`src/rtl/mmss_countdown.sv`:
```
// mmss_countdown -- MM:SS countdown timer with a four-digit multiplexed
// seven-segment display.
//
// Parameters
//   TICK_CYCLES    clock cycles per one-second countdown tick
//   REFRESH_CYCLES clock cycles each display digit stays lit
// Ports
//   clock    system clock, rising edge
//   reset    asynchronous, active-high
//   start    pulse: begin (from IDLE) or resume (from PAUSED)
//   stop     pulse: abort back to IDLE, count reloads from min/sec
//   pause    pulse: toggle RUN <-> PAUSED
//   min, sec preset in binary, sampled only while IDLE (saturated 99 / 59)
//   done     one-cycle pulse when the count reaches 00:00
//   an       digit anodes, active-low (an[7:4] unused, held high)
//   dec_cat  segments, active-low: [7:1] = a..g, [0] = dp
module mmss_countdown #(
  parameter int TICK_CYCLES    = 100000000,
  parameter int REFRESH_CYCLES = 100000
) (
  input  logic       clock,
  input  logic       reset,
  input  logic       start,
  input  logic       stop,
  input  logic       pause,
  input  logic [6:0] min,
  input  logic [6:0] sec,
  output logic       done,
  output logic [7:0] an,
  output logic [7:0] dec_cat
);

  localparam int PW = (TICK_CYCLES > 1) ? $clog2(TICK_CYCLES) : 1;
  localparam int RW = (REFRESH_CYCLES > 1) ? $clog2(REFRESH_CYCLES) : 1;
  localparam logic [PW-1:0] PRESC_MAX = PW'(TICK_CYCLES - 1);
  localparam logic [RW-1:0] REF_MAX   = RW'(REFRESH_CYCLES - 1);

  typedef enum logic [1:0] {IDLE, RUN, PAUSED, DONE} state_t;

  state_t          state_q;
  logic [6:0]      min_q, sec_q;
  logic [PW-1:0]   presc_q;
  logic            done_q;
  logic [RW-1:0]   ref_q;
  logic [1:0]      digit_q;
  logic [7:0]      an_q, cat_q;

  // Presets clamped so the count can never exceed 99:59.
  logic [6:0] min_sat, sec_sat;
  logic       preset_nz;
  assign min_sat   = (min > 7'd99) ? 7'd99 : min;
  assign sec_sat   = (sec > 7'd59) ? 7'd59 : sec;
  assign preset_nz = (min_sat != 7'd0) || (sec_sat != 7'd0);

  // One-second decrement with borrow; holds at 00:00 so it cannot underflow.
  logic [6:0] min_dec, sec_dec;
  logic       dec_zero;
  always_comb begin
    min_dec = min_q;
    sec_dec = sec_q;
    if (sec_q != 7'd0) begin
      sec_dec = sec_q - 7'd1;
    end else if (min_q != 7'd0) begin
      min_dec = min_q - 7'd1;
      sec_dec = 7'd59;
    end
  end
  assign dec_zero = (min_dec == 7'd0) && (sec_dec == 7'd0);

  // Control FSM. Command priority within a cycle: stop > pause > start.
  always_ff @(posedge clock or posedge reset) begin
    if (reset) begin
      state_q <= IDLE;
      min_q   <= 7'd0;
      sec_q   <= 7'd0;
      presc_q <= '0;
      done_q  <= 1'b0;
    end else begin
      done_q <= 1'b0;
      case (state_q)
        IDLE: begin
          min_q <= min_sat;
          sec_q <= sec_sat;
          if (start && !stop && !pause && preset_nz) begin
            state_q <= RUN;
            presc_q <= '0;
          end
        end
        RUN: begin
          if (stop) begin
            state_q <= IDLE;
            min_q   <= min_sat;
            sec_q   <= sec_sat;
          end else if (pause) begin
            state_q <= PAUSED;
          end else if (presc_q == PRESC_MAX) begin
            presc_q <= '0;
            min_q   <= min_dec;
            sec_q   <= sec_dec;
            if (dec_zero) begin
              state_q <= DONE;
              done_q  <= 1'b1;
            end
          end else begin
            presc_q <= presc_q + 1'b1;
          end
        end
        PAUSED: begin
          if (stop) begin
            state_q <= IDLE;
            min_q   <= min_sat;
            sec_q   <= sec_sat;
          end else if (pause || start) begin
            state_q <= RUN;
          end
        end
        DONE: begin
          // Exactly one cycle here; stop lands in the same place.
          state_q <= IDLE;
          min_q   <= min_sat;
          sec_q   <= sec_sat;
        end
        default: state_q <= IDLE;
      endcase
    end
  end

  // Active-low a..g for decimal digits; blank for anything else.
  function automatic logic [6:0] seg7(input logic [3:0] d);
    case (d)
      4'd0:    seg7 = 7'b0000001;
      4'd1:    seg7 = 7'b1001111;
      4'd2:    seg7 = 7'b0010010;
      4'd3:    seg7 = 7'b0000110;
      4'd4:    seg7 = 7'b1001100;
      4'd5:    seg7 = 7'b0100100;
      4'd6:    seg7 = 7'b0100000;
      4'd7:    seg7 = 7'b0001111;
      4'd8:    seg7 = 7'b0000000;
      4'd9:    seg7 = 7'b0000100;
      default: seg7 = 7'b1111111;
    endcase
  endfunction

  logic [3:0] digit_val;
  always_comb begin
    case (digit_q)
      2'd0:    digit_val = 4'(sec_q % 7'd10);
      2'd1:    digit_val = 4'(sec_q / 7'd10);
      2'd2:    digit_val = 4'(min_q % 7'd10);
      default: digit_val = 4'(min_q / 7'd10);
    endcase
  end

  // Free-running digit scan. Outputs are registered, so the digit shown
  // lags digit_q by one cycle and the first digit appears one cycle after
  // reset release.
  always_ff @(posedge clock or posedge reset) begin
    if (reset) begin
      ref_q   <= '0;
      digit_q <= 2'd0;
      an_q    <= 8'hFF;
      cat_q   <= 8'hFF;
    end else begin
      if (ref_q == REF_MAX) begin
        ref_q   <= '0;
        digit_q <= digit_q + 2'd1;
      end else begin
        ref_q <= ref_q + 1'b1;
      end
      an_q  <= {4'hF, ~(4'b0001 << digit_q)};
      // dp marks the MM.SS separator, lit with the minutes-units digit.
      cat_q <= {seg7(digit_val), (digit_q != 2'd2)};
    end
  end

  assign done    = done_q;
  assign an      = an_q;
  assign dec_cat = cat_q;

endmodule

```
`config.mk`:
```
export PLATFORM = sky130hd
export DESIGN_NAME = mmss_countdown
export DESIGN_NICKNAME = d
export VERILOG_FILES = /design/src/rtl/mmss_countdown.sv
export SDC_FILE = /design/constraint.sdc
export NUM_CORES = 1
export LEC_CHECK = 0
export ABC_AREA = 1
export CAP_MARGIN = 20
export CORE_MARGIN = 2
export CORE_UTILIZATION = 55
export CTS_CLUSTER_SIZE = 10
export DETAILED_ROUTE_END_ITERATION = 16
export PLACE_DENSITY = 0.78
export SYNTH_ARGS = -nofsm -noshare
export SYNTH_HDL_FRONTEND = slang
export SYNTH_SLANG_ARGS = --single-unit
```
`constraint.sdc`:
```
create_clock -name clock -period 3.6 [get_ports clock]
set_input_delay 0.36 -clock clock [delete_from_list [all_inputs] [get_ports clock]]
set_output_delay 0.36 -clock clock [all_outputs]
set_load 0.005 [all_outputs]
```
==> reports/metrics.cfg <==
[timing]
hold-worst-slack_ns = 0.361
relSlewSlack = 0.586
drv_slew = 0
period_minus_slack_ns = 3.40
worstMarginPinSlew_ns = 0.622
setup-tns-final_ns = 0
finClkSkew_ns = 0.0146
clock.fmax_ghz = 0.294
hold_viol_final = 0
fin_ws_ns = 0.201
finalSetupViolations = 0
post-route-period-util = 0.944

[yosys]
synth_edf_count = 0
ys_seq_elements = 74
ys.flop_type = dfrtp_1
yosysTopAreaCellShare = 0.310
ys_seq_area_frac = 0.366
synth_commonest_cells = 155 x nand2_1, 127 x inv_1, 78 x nor2_1
synthTopCellsByArea = dfrtp_1 31%, nand2_1 11%, inv_1 9.4%
yosys.cell_types.count = 45
yosys.cell_count.top_type = nand2_1
synth.largest_area_cell = dfrtp_1
postSynthCellCount = 727
synth_area_mm2 = 0.00509
avgSynthCellArea_um2 = 7.01
async_flop_share = 1.00
yosys_warnings = 0

[clock_tree]
root_buffer = clkbuf_8
clk_latency_ns = 0.37
htree_levels = 3
cts.sinks = 74
cts_tree = yes
clk_pin_slew_ns = 0.09
ctsLongestPathBuffers = 2
cts_buffers = 9

[route]
vias = 4984
drtAntennaViolNets = 0
wl_per_cell_um = 14.0
wl_um = 12500
drc_errors = 0
first_iter_violations = 245
first_pass_iters = 5
viasPerCell = 5.57

[grt]
grt_pass1_vias = 4784
grt_util_met1 = 0.328
grt.busiest_layer = met2
grt_max_degree = 50
grtUsageMet3 = 0.0397
grt_first_pass_wirelength_um = 20900
grt.met2_usage = 0.434
grt_overflow_total = 0
antenna_found_initial = 0
grt_util_all_layers = 0.257

[worst_setup_path]
worst-r2r-setup-slack_ns = 0.20
path_common_cell = nand2_1
critPathMaxFanout = 7
end_kind = flip-flop
critPathMaxStageDelay_ns = 0.48
worstSetupStartpointType = flip-flop
crit_required_ns = 3.91
crit_type = flip-flop to flip-flop
arrival_ns = 3.71
cp_slowest_cell = dfrtp_2

[floorplanning]
start_util = 0.559
die_h_um = 100
die-area_mm2 = 0.0100
design.core.area_mm2 = 0.00911
boundaryPins = 36
die_width_um = 100
fp-row-count = 35

[pwr]
p_total_mw = 4.46
cellPowerDensity_mw_per_mm2 = 747
p_leak_nw = 2.79
ir_drop_uv = 363

[placed_design]
dp_hpwl_um = 9110
io_buffer_count = 31
place.gp.congestion = 0.945
dp_slack_ns = 0.00220

[finish]
syn_to_final_growth_pct = 17.1
final_net_count = 815
nFillCells = 788
layout-drive-gt1-share = 0.126
n_antenna_cell = 0

[worst_hold_path]
min_path_type = input pin to async pin

[run_status]
status = finished clean

[flow_run]
cap_viol_max_count = 0

-- per-layer routing --
metal	vias to the layer above	part of all wire
met5	-	0
met4	0	0.019
met3	24	0.052
met2	158	0.49
met1	2327	0.44
li1	2475	-
-- flip-flops by register name, indices dropped and copies added (netlist names) --
name     cells
ref_q       17
presc_q     27
digit_q      2
state_q      2
dec_cat      7
min_q        7
sec_q        7
an           4
done         1
-- what timing repair did --
| item | in CTS | in global routing |
|---|---|---|
| pin swaps | 0 | 8 |
| gates resized for setup | 6 | 24 |
| hold buffers | 0 | 0 |
| endpoints found under the setup margin | 2 | 7 |
| setup buffers | 0 | 12 |
-- per-stage QoR --
step / util / std cells / cell area, um2
global placement: 0.607 / 866 / 5530
global route: 0.655 / 894 / 5960
finish: 0.655 / 894 / 5960
CTS: 0.635 / 882 / 5790
detailed placement: 0.607 / 866 / 5530
floorplan: - / 730 / 5100
-- placed cells by master (no fill, tap or decap), drive strengths merged, types with 4 or more instances in the layout --
master / instances
nand2: 164
inv: 134
nor2: 82
dfrtp: 63
o21ai: 60
nand3: 49
a21oi: 40
clkdlybuf4s50: 31
nor3: 21
buf: 19
nand4: 18
ha: 18
nor4: 14
dfstp: 11
clkbuf: 10
xor2: 8
a211oi: 4
o221ai: 4
conb: 4
-- cells by family after synthesis --
kind of cell               count (synthesis)  share of synthesized area
AOI/OAI and AO/OA                        125                      0.148
xor gates and xnor gates                   8                     0.0138
other                                      1                   0.000736
buffers and inverters                    146                      0.114
and+or+nand+nor                          355                      0.313
DFF                                       74                      0.366
adders and majority gates                 18                     0.0442
-- area by class of cell --
type | instances | area [um2] | area share
Clock inverter | 6 | 113 | 0.0189
Multi-Input combinational cell | 510 | 2760 | 0.463
Sequential cell | 74 | 1870 | 0.313
Clock buffer | 10 | 128 | 0.0214
Inverter | 133 | 502 | 0.0841
Tap cell | 111 | 139 | 0.0233
Timing Repair Buffer | 50 | 453 | 0.0759
-- worst max-delay path: cells and delay by family, from the launching register on --
family / cells / cell delay (ns)
buffers and inverters: 4 / 0.32
DFF: 1 / 0.48
and+or+nand+nor: 17 / 1.75
adders and majority gates: 3 / 0.60
AOI/OAI and AO/OA: 2 / 0.17
-- power breakdown --
group,switching [mW],internal (mW)
Combinational,1.62,0.892
Clock,0.337,0.465
Sequential,0.121,1.02
Total,2.08,2.38
-- final timing paths --
check,cells after the start,endpoint,start
setup / recovery,26,dec_cat[4]$_DFF_PP1_,digit_q[0]$_DFFE_PP0N_
hold / removal,3,sec_q[0]$_DFFE_PP0P_,reset
setup reg to reg,26,dec_cat[4]$_DFF_PP1_,digit_q[0]$_DFFE_PP0N_
hold reg to reg,1,ref_q[0]$_DFF_PP0_,ref_q[0]$_DFF_PP0_
max in group asynchronous,3,presc_q[18]$_DFFE_PP0P_,reset
min in group clock,1,ref_q[0]$_DFF_PP0_,ref_q[0]$_DFF_PP0_
Note: power is estimated with default switching activity, not from simulation.
